`src/rtl/tape_recorder.sv`:
```
// rtl/tape_recorder.sv - Oric fast-format K7 tape decoder writing bytes to a buffer (option: TAPE_REC_PARITY_EN)
module tape_recorder #(
    parameter int MIN_PERIOD = 2000,
    parameter int BIT_THRESH = 15000,
    parameter int TIMEOUT    = 60000,
    parameter int ADDR_W     = 16
) (
    input  logic              clk,
    input  logic              reset,
    input  logic              rewind,
    input  logic              en,
    input  logic              tape_out,
    output logic [ADDR_W-1:0] mem_addr,
    output logic [7:0]        mem_data,
    output logic              mem_we,
    output logic [ADDR_W:0]   rec_len,
    output logic              rec_full,
    output logic [7:0]        err_cnt,
    output logic              active
);

    localparam int CNT_W = $clog2(TIMEOUT + 1);
    localparam logic [CNT_W-1:0] MIN_C  = CNT_W'(MIN_PERIOD);
    localparam logic [CNT_W-1:0] THR_C  = CNT_W'(BIT_THRESH);
    localparam logic [CNT_W-1:0] TMO_C  = CNT_W'(TIMEOUT);
    localparam logic [CNT_W-1:0] TMO_M1 = CNT_W'(TIMEOUT - 1);
    localparam logic [CNT_W-1:0] ONE_C  = CNT_W'(1);

    typedef enum logic [1:0] {
        IDLE   = 2'd0,
        HUNT   = 2'd1,
        DATA   = 2'd2,
        PARITY = 2'd3
    } state_t;

    // Input synchroniser and edge history
    logic             sync1_q, sync2_q, prev_q;
    logic             rise;

    // Period measurement
    logic [CNT_W-1:0] cnt_q, cnt_d;
    logic             valid_q, valid_d;

    // Per-cycle events from the period classifier
    logic             bit_vld;
    logic             bit_val;
    logic             tmo;

    // Frame decoder and buffer-side registers
    state_t           state_q;
    logic [2:0]       idx_q;
    logic [7:0]       shift_q;
    logic [7:0]       mem_data_q;
    logic             mem_we_q;
    logic [ADDR_W:0]  rec_len_q;
    logic [7:0]       err_q;
    logic             full;

    // Two flops of metastability protection, a third to remember the previous level
    always_ff @(posedge clk) begin
        if (reset) begin
            sync1_q <= 1'b0;
            sync2_q <= 1'b0;
            prev_q  <= 1'b0;
        end else begin
            sync1_q <= tape_out;
            sync2_q <= sync1_q;
            prev_q  <= sync2_q;
        end
    end

    assign rise = sync2_q & ~prev_q;

    // Classify the rise-to-rise period into a bit, a glitch, or a carrier timeout
    always_comb begin
        cnt_d   = cnt_q;
        valid_d = valid_q;
        bit_vld = 1'b0;
        bit_val = 1'b0;
        tmo     = 1'b0;
        if (cnt_q != TMO_C) begin
            cnt_d = cnt_q + ONE_C;
        end
        if (rise) begin
            if (!valid_q) begin
                // First edge after reset or carrier loss only opens a period
                valid_d = 1'b1;
                cnt_d   = '0;
            end else if (cnt_q >= MIN_C) begin
                bit_vld = 1'b1;
                bit_val = (cnt_q < THR_C);
                cnt_d   = '0;
            end
            // Edges closer than MIN_PERIOD are glitches; the period keeps running
        end else if (cnt_q == TMO_M1) begin
            // Fires once, on the cycle the counter lands on its saturation value
            tmo     = 1'b1;
            valid_d = 1'b0;
        end
    end

    // Period counter and edge-valid flag
    always_ff @(posedge clk) begin
        if (reset) begin
            cnt_q   <= '0;
            valid_q <= 1'b0;
        end else begin
            cnt_q   <= cnt_d;
            valid_q <= valid_d;
        end
    end

    assign full = rec_len_q[ADDR_W];

`ifdef TAPE_REC_PARITY_EN
    logic parity_ok;
    // Odd parity over the eight data bits plus the parity bit
    assign parity_ok = ^{shift_q, bit_val};
`endif

    // Frame decoder, write strobe, length and error bookkeeping
    always_ff @(posedge clk) begin
        if (reset) begin
            state_q    <= IDLE;
            idx_q      <= '0;
            shift_q    <= '0;
            mem_data_q <= '0;
            mem_we_q   <= 1'b0;
            rec_len_q  <= '0;
            err_q      <= '0;
        end else begin
            mem_we_q <= 1'b0;
            if (mem_we_q) begin
                rec_len_q <= rec_len_q + {{ADDR_W{1'b0}}, 1'b1};
            end

            if (!en) begin
                // Relay off: any partial byte is abandoned without complaint
                state_q <= IDLE;
            end else begin
                case (state_q)
                    IDLE: begin
                        state_q <= HUNT;
                    end
                    HUNT: begin
                        if (bit_vld && !bit_val) begin
                            state_q <= DATA;
                            idx_q   <= '0;
                        end
                    end
                    DATA: begin
                        if (tmo) begin
                            if (err_q != 8'hFF) err_q <= err_q + 8'd1;
                            state_q <= HUNT;
                        end else if (bit_vld) begin
                            shift_q <= {bit_val, shift_q[7:1]};
                            idx_q   <= idx_q + 3'd1;
                            if (idx_q == 3'd7) state_q <= PARITY;
                        end
                    end
                    PARITY: begin
                        if (tmo) begin
                            if (err_q != 8'hFF) err_q <= err_q + 8'd1;
                            state_q <= HUNT;
                        end else if (bit_vld) begin
                            state_q <= HUNT;
`ifdef TAPE_REC_PARITY_EN
                            if (!parity_ok) begin
                                if (err_q != 8'hFF) err_q <= err_q + 8'd1;
                            end else if (!full) begin
                                mem_we_q   <= 1'b1;
                                mem_data_q <= shift_q;
                            end
`else
                            if (!full) begin
                                mem_we_q   <= 1'b1;
                                mem_data_q <= shift_q;
                            end
`endif
                        end
                    end
                    default: begin
                        state_q <= IDLE;
                    end
                endcase
            end

            // Rewind overrides any same-cycle increment; a strobe already out keeps its old address
            if (rewind) begin
                rec_len_q <= '0;
                err_q     <= '0;
            end
        end
    end

    assign mem_addr = rec_len_q[ADDR_W-1:0];
    assign mem_data = mem_data_q;
    assign mem_we   = mem_we_q;
    assign rec_len  = rec_len_q;
    assign rec_full = full;
    assign err_cnt  = err_q;
    assign active   = (state_q != IDLE);

endmodule

```
`config.mk`:
```
export PLATFORM = sky130hd
export DESIGN_NAME = tape_recorder
export DESIGN_NICKNAME = d
export VERILOG_FILES = /design/src/rtl/tape_recorder.sv
export SDC_FILE = /design/constraint.sdc
export NUM_CORES = 1
export LEC_CHECK = 0
export ABC_AREA = 1
export CORE_MARGIN = 1
export CORE_UTILIZATION = 46
export CTS_BUF_LIST = sky130_fd_sc_hd__clkbuf_8
export DETAILED_ROUTE_END_ITERATION = 16
export HOLD_SLACK_MARGIN = 0.05
export PLACE_DENSITY_LB_ADDON = 0.05
export RECOVER_POWER = 25
export SLEW_MARGIN = 20
export SYNTH_ARGS = -nofsm -noshare
export SYNTH_HDL_FRONTEND = slang
export SYNTH_SLANG_ARGS = --single-unit
```
`constraint.sdc`:
```
create_clock -name clk -period 4.3 [get_ports clk]
set_input_delay 0.86 -clock clk [delete_from_list [all_inputs] [get_ports clk]]
set_output_delay 0.86 -clock clk [all_outputs]
set_load 0.1 [all_outputs]
```
Word-level counts from Yosys, hierarchy flattened --
Cells that the tools add are included.
Word-level totals: bits of input ports 5, bits in latches 0, memory bits (read-only) 0, output and inout bits 52, memories 0, register bits after elaboration 67, bits in writable memories 0
Cells by class: mux-type cells 26, div/mod/pow operators 0, reductions and logical operators 15, equality and inequality tests 13, bitwise gates (word level) 7, $mul 0, $lt $le $gt $ge 2, $add $sub $neg 4, shift-type cells 0
Operators by type and width (number):
- $mux W16 | 4
- $add A17 B1 Y17 const B | 1
- $add A16 B1 Y16 const B | 1
- $eq A16 B16 Y1 const B | 1
- $ge A16 B11 Y1 const B | 1
- $lt A16 B14 Y1 const B | 1
- $ne A16 B16 Y1 const B | 1
- $mux W2 | 6
- $reduce_and A4 Y1 | 3
- $mux W1 | 11
- $reduce_and A5 Y1 | 2
- $mux W3 | 3
- $ne A3 B3 Y1 const B | 3
- $add A8 B1 Y8 const B | 1
- $ne A8 B8 Y1 const B | 1
- $pmux W2 S4 | 1
- $ne A2 B2 Y1 const B | 3
- $not A1 Y1 | 6
- $pmux W3 S2 | 1
- $reduce_bool A2 Y1 | 3
- $reduce_or A2 Y1 | 3
- $reduce_or A5 Y1 | 1
- $eq A2 B2 Y1 const B | 2
- $add A3 B1 Y3 const B | 1
- 6 further kinds | 6

Depth between registers and ports, before layout --
depth after elaboration 8, depth in mapped cells 12

Least setup slack after synthesis --
Ideal clock, no wire load.
path type flip-flop to output port, from reg rec_len_q[12] (netlist: rec_len[12]), to out rec_len[12], path slack 1982 ps, cell stages (with the launch flop) 2, data arrival time 1458 ps, buffers on the path 1, cells stage by stage dfxtp_1 -> buf_4
RTL lines:
- start: declaration | line 55 | logic [ADDR_W:0] rec_len_q;
- start signal: assignment | line 134 | rec_len_q <= rec_len_q + {{ADDR_W{1'b0}}, 1'b1};
- end: declaration | line 16 | output logic [ADDR_W:0] rec_len,
No word-level cell between the ends.

Worst setup path after layout --
from reg state_q[0], to out active
On the way: longest elaborated chain between the ends 1
Ends and longest elaborated chain:
- start: declaration | line 50 | state_t state_q;
- start signal: assignment | line 124 | state_q <= IDLE;
- start signal: assignment | line 139 | state_q <= IDLE;
- start signal: assignment | line 143 | state_q <= HUNT;
- $reduce_bool A2 Y1 | line 202 | assign active = (state_q != IDLE);
- end: declaration | line 19 | output logic active
No other way between the ends.

==> summary.md <==
| Metric | Value |
|---|---|
| Residual DRC | 0 |
| Req. time, crit path | 3.44 ns |
| Cell area after synthesis | 3460 um^2 |
| Post-synthesis cell type count | 40 |
| Min-delay worst type | reg2reg |
| Largest family of logic cells by synthesized area | simple AND/OR/NAND/NOR gates |
| Initial DRT Pass Iterations | 5 |
| Psw | 0.310 mW |
| Syn_area_per_cell | 7.40 um^2 |
| Most frequent cells in the layout | nor2_1 (89), dfxtp_1 (67), inv_1 (64), nand2_1 (64), clkdlybuf4s50_1 (54) |
| Gpl congestion | 0.807 |
| N_diodes | 0 |
| # rows | 31 |
| Reg clk slew, reported paths | 0.08 ns |
| Post-synthesis adder-cell area fraction | 0.0362 |
| Share of cells above drive strength 1 | 0.0816 |
| IR drop worst, VDD | 0.000159 V |
| Max Freq | 0.333 GHz |
| Fin nets | 525 |
| Synth Net Count | 482 |
| RSZ-0062 raised after global routing | false |
| Number of global-route vias before repair | 2552 |
| Area added between synthesis and finish | 20.6% |
| Core Area | 7250 um^2 |
| Height of the die | 88.7 um |
| Initial antenna violation count | 0 |
| Worst path arrival time | 2.14 ns |
| Cells after Synth | 467 |
| CTS max path bufs | 2 |
| Synth Warn # | 0 |
| Num CTS Buffers | 9 |
| Pleak | 1.61 nW |
| Total grt overflow | 0 |
| Final setup TNS | 0 ns |
| Multiplexer share of the synthesized area | 0.00290 |
| CTS tree | built |
| Crit Path Max Fanout | 3 |
| DP HPWL | 5070 um |
| Dpl ws | 1.34 ns |
| Setup CP Type | reg2out |
| Sequential fraction of the synthesis area | 0.388 |
| Max Cap Viol | 0 |
| I/O Buffers | 56 |
| Clock power share | 0.450 |
| CP endpoint kind | output port |
| Post-CTS Setup Bufs | 0 |
| Synth Area in Compound Gates | 0.0847 |
| Power share of the combinational group | 0.067 |
| First-pass GRT wire length | 11300 um |
| Final setup vio count | 0 |
| CTS H-Tree Depth | 3 |
| Fin util | 0.575 |
| Vias/cell | 4.78 |
| Slew HR | 0.348 |
| Chip width | 88.7 um |
| Worst Clk Skew | 0.00792 ns |
| Largest net degree at the start of global routing | 18 |
| Final Total Pwr | 1.31 mW |
| Hold_buf cts | 0 |
| Final hold viol count | 0 |
| IO Count | 57 |
| Actual slew at the worst max-slew pin | 0.975 ns |
| Pwr dens | 314 nW/um^2 |
| Synth Area in XOR/XNOR | 0.0456 |
| Resized cells post-CTS | 0 |
| Simple-gate area share of the yosys netlist | 0.322 |
| Final number of max-transition violations | 0 |
| Iter 0 DRT Violations | 87 |
| Hold path start | sync2_q$_SDFF_PP0_ |
| Worst-skew pair later-pin latency | 0.33 ns |
| Antenna Nets Post-Route | 0 |
| FF+latch count, synth | 67 |
| Startpoint Class | flop |
| Flop pwr share | 0.483 |
| Fin crit period | 3.00 ns |
| Worst Setup SP | state_q[0]$_SDFFE_PP0P_ |
| Status | finished clean |
| Final period utilization | 0.698 |
| Clk root buf | clkbuf_8 |
| Final WS setup | 1.30 ns |
| Reg2reg start | cnt_q[10]$_SDFF_PP0_ |
| Leading cell type in the layout, fill and taps excluded | nor2_1 |
| P_int | 1.00 mW |
| DIE AREA | 7860 um^2 |
| CTS sink count | 67 |
| Initial Utilization | 0.476 |
| Via count | 2937 |
| Total wire length | 6870 um |
| Sw Share | 0.237 |
| Avg WL per Cell | 11.2 um |
| Total track usage | 0.186 |
-- per-stage QoR --
step,instance area [um^2],hold slack [ns],cells
after global placement,3970,0.402,598
final,4170,0.424,614
after CTS,4200,0.425,614
after detailed placement,3970,0.414,598
after global routing,4170,0.435,614
after floorplan,3460,0.388,467
-- final cells by class --
class | count | area [um^2]
fillers | 709 | 3090
multi-input cells | 310 | 1670
flip-flops and latches | 67 | 1340
repair buffers | 56 | 561
inverters | 66 | 248
clock buffers | 10 | 138
well taps | 99 | 124
clock inverters | 6 | 87.6
-- synth_stat cells, drive strengths merged --
cell	n	area share
a211oi	1	0.0022
a21oi	24	0.039
a221oi	1	0.0025
a31oi	4	0.0072
buf	21	0.046
clkbuf	3	0.0033
dfxtp	67	0.39
ha	10	0.036
inv	66	0.072
mux2i	1	0.0029
nand2	71	0.085
nand3	25	0.049
nand3b	2	0.0043
nand4	14	0.030
nor2	95	0.11
nor3	18	0.029
nor3b	3	0.0080
o21a	1	0.0022
o21ai	21	0.031
or2	1	0.0018
xnor2	4	0.010
xor2	14	0.035
-- layer usage --
| layer | share of wire | wire length (um) | GRT usage | vias up |
|---|---|---|---|---|
| met5 | 0 | 0 | 0 | - |
| met3 | 0.040 | 274 | 0.0345 | 8 |
| met4 | 0.013 | 87 | 0.0792 | 0 |
| met2 | 0.44 | 3030 | 0.287 | 63 |
| met1 | 0.51 | 3480 | 0.255 | 1310 |
| li1 | - | - | - | 1556 |
-- power by group through the flow --
| stage | combinational (mW) | sequential [mW] | clock (mW) |
|---|---|---|---|
| after floorplan | 0.0712 | 0.646 | 0 |
| after global placement | 0.0877 | 0.647 | 0 |
| after detailed placement | 0.0896 | 0.647 | 0 |
| after CTS | 0.0902 | 0.632 | 0.609 |
| after global routing | 0.101 | 0.633 | 0.628 |
| final | 0.0877 | 0.633 | 0.589 |
-- logic make-up after synthesis --
| family | Yosys count |
|---|---|
| AO/OA/AOI/OAI | 52 |
| XOR/XNOR | 18 |
| adder cells (fa/ha/maj) | 10 |
| buffers and inverters | 90 |
| flip-flops | 67 |
| multiplexers | 1 |
| AND/OR/NAND/NOR | 229 |
-- registers in the layout, indices dropped and copies added (netlist names) --
signal,cells
sync2_q,1
cnt_q,16
mem_data,8
err_cnt,8
sync1_q,1
mem_we,1
idx_q,3
shift_q,8
valid_q,1
prev_q,1
state_q,2
rec_len,17
-- worst paths after layout --
check / to / slack, ns / cells past startpoint
worst min-delay path: prev_q$_SDFF_PP0_ / 0.42 / 2
worst max register to register: mem_data[4]$_SDFFE_PP0P_ / 2.38 / 8
worst max-delay path: active / 1.30 / 4
worst min register to register: prev_q$_SDFF_PP0_ / 0.42 / 2
-- critical path: stages, from the launching register on --
cell	delay, ns
dfxtp_1	0.37
inv_1	0.09
ha_1	0.19
inv_1	0.05
clkdlybuf4s50_1	1.11
Power figures use the tool's default switching activity.
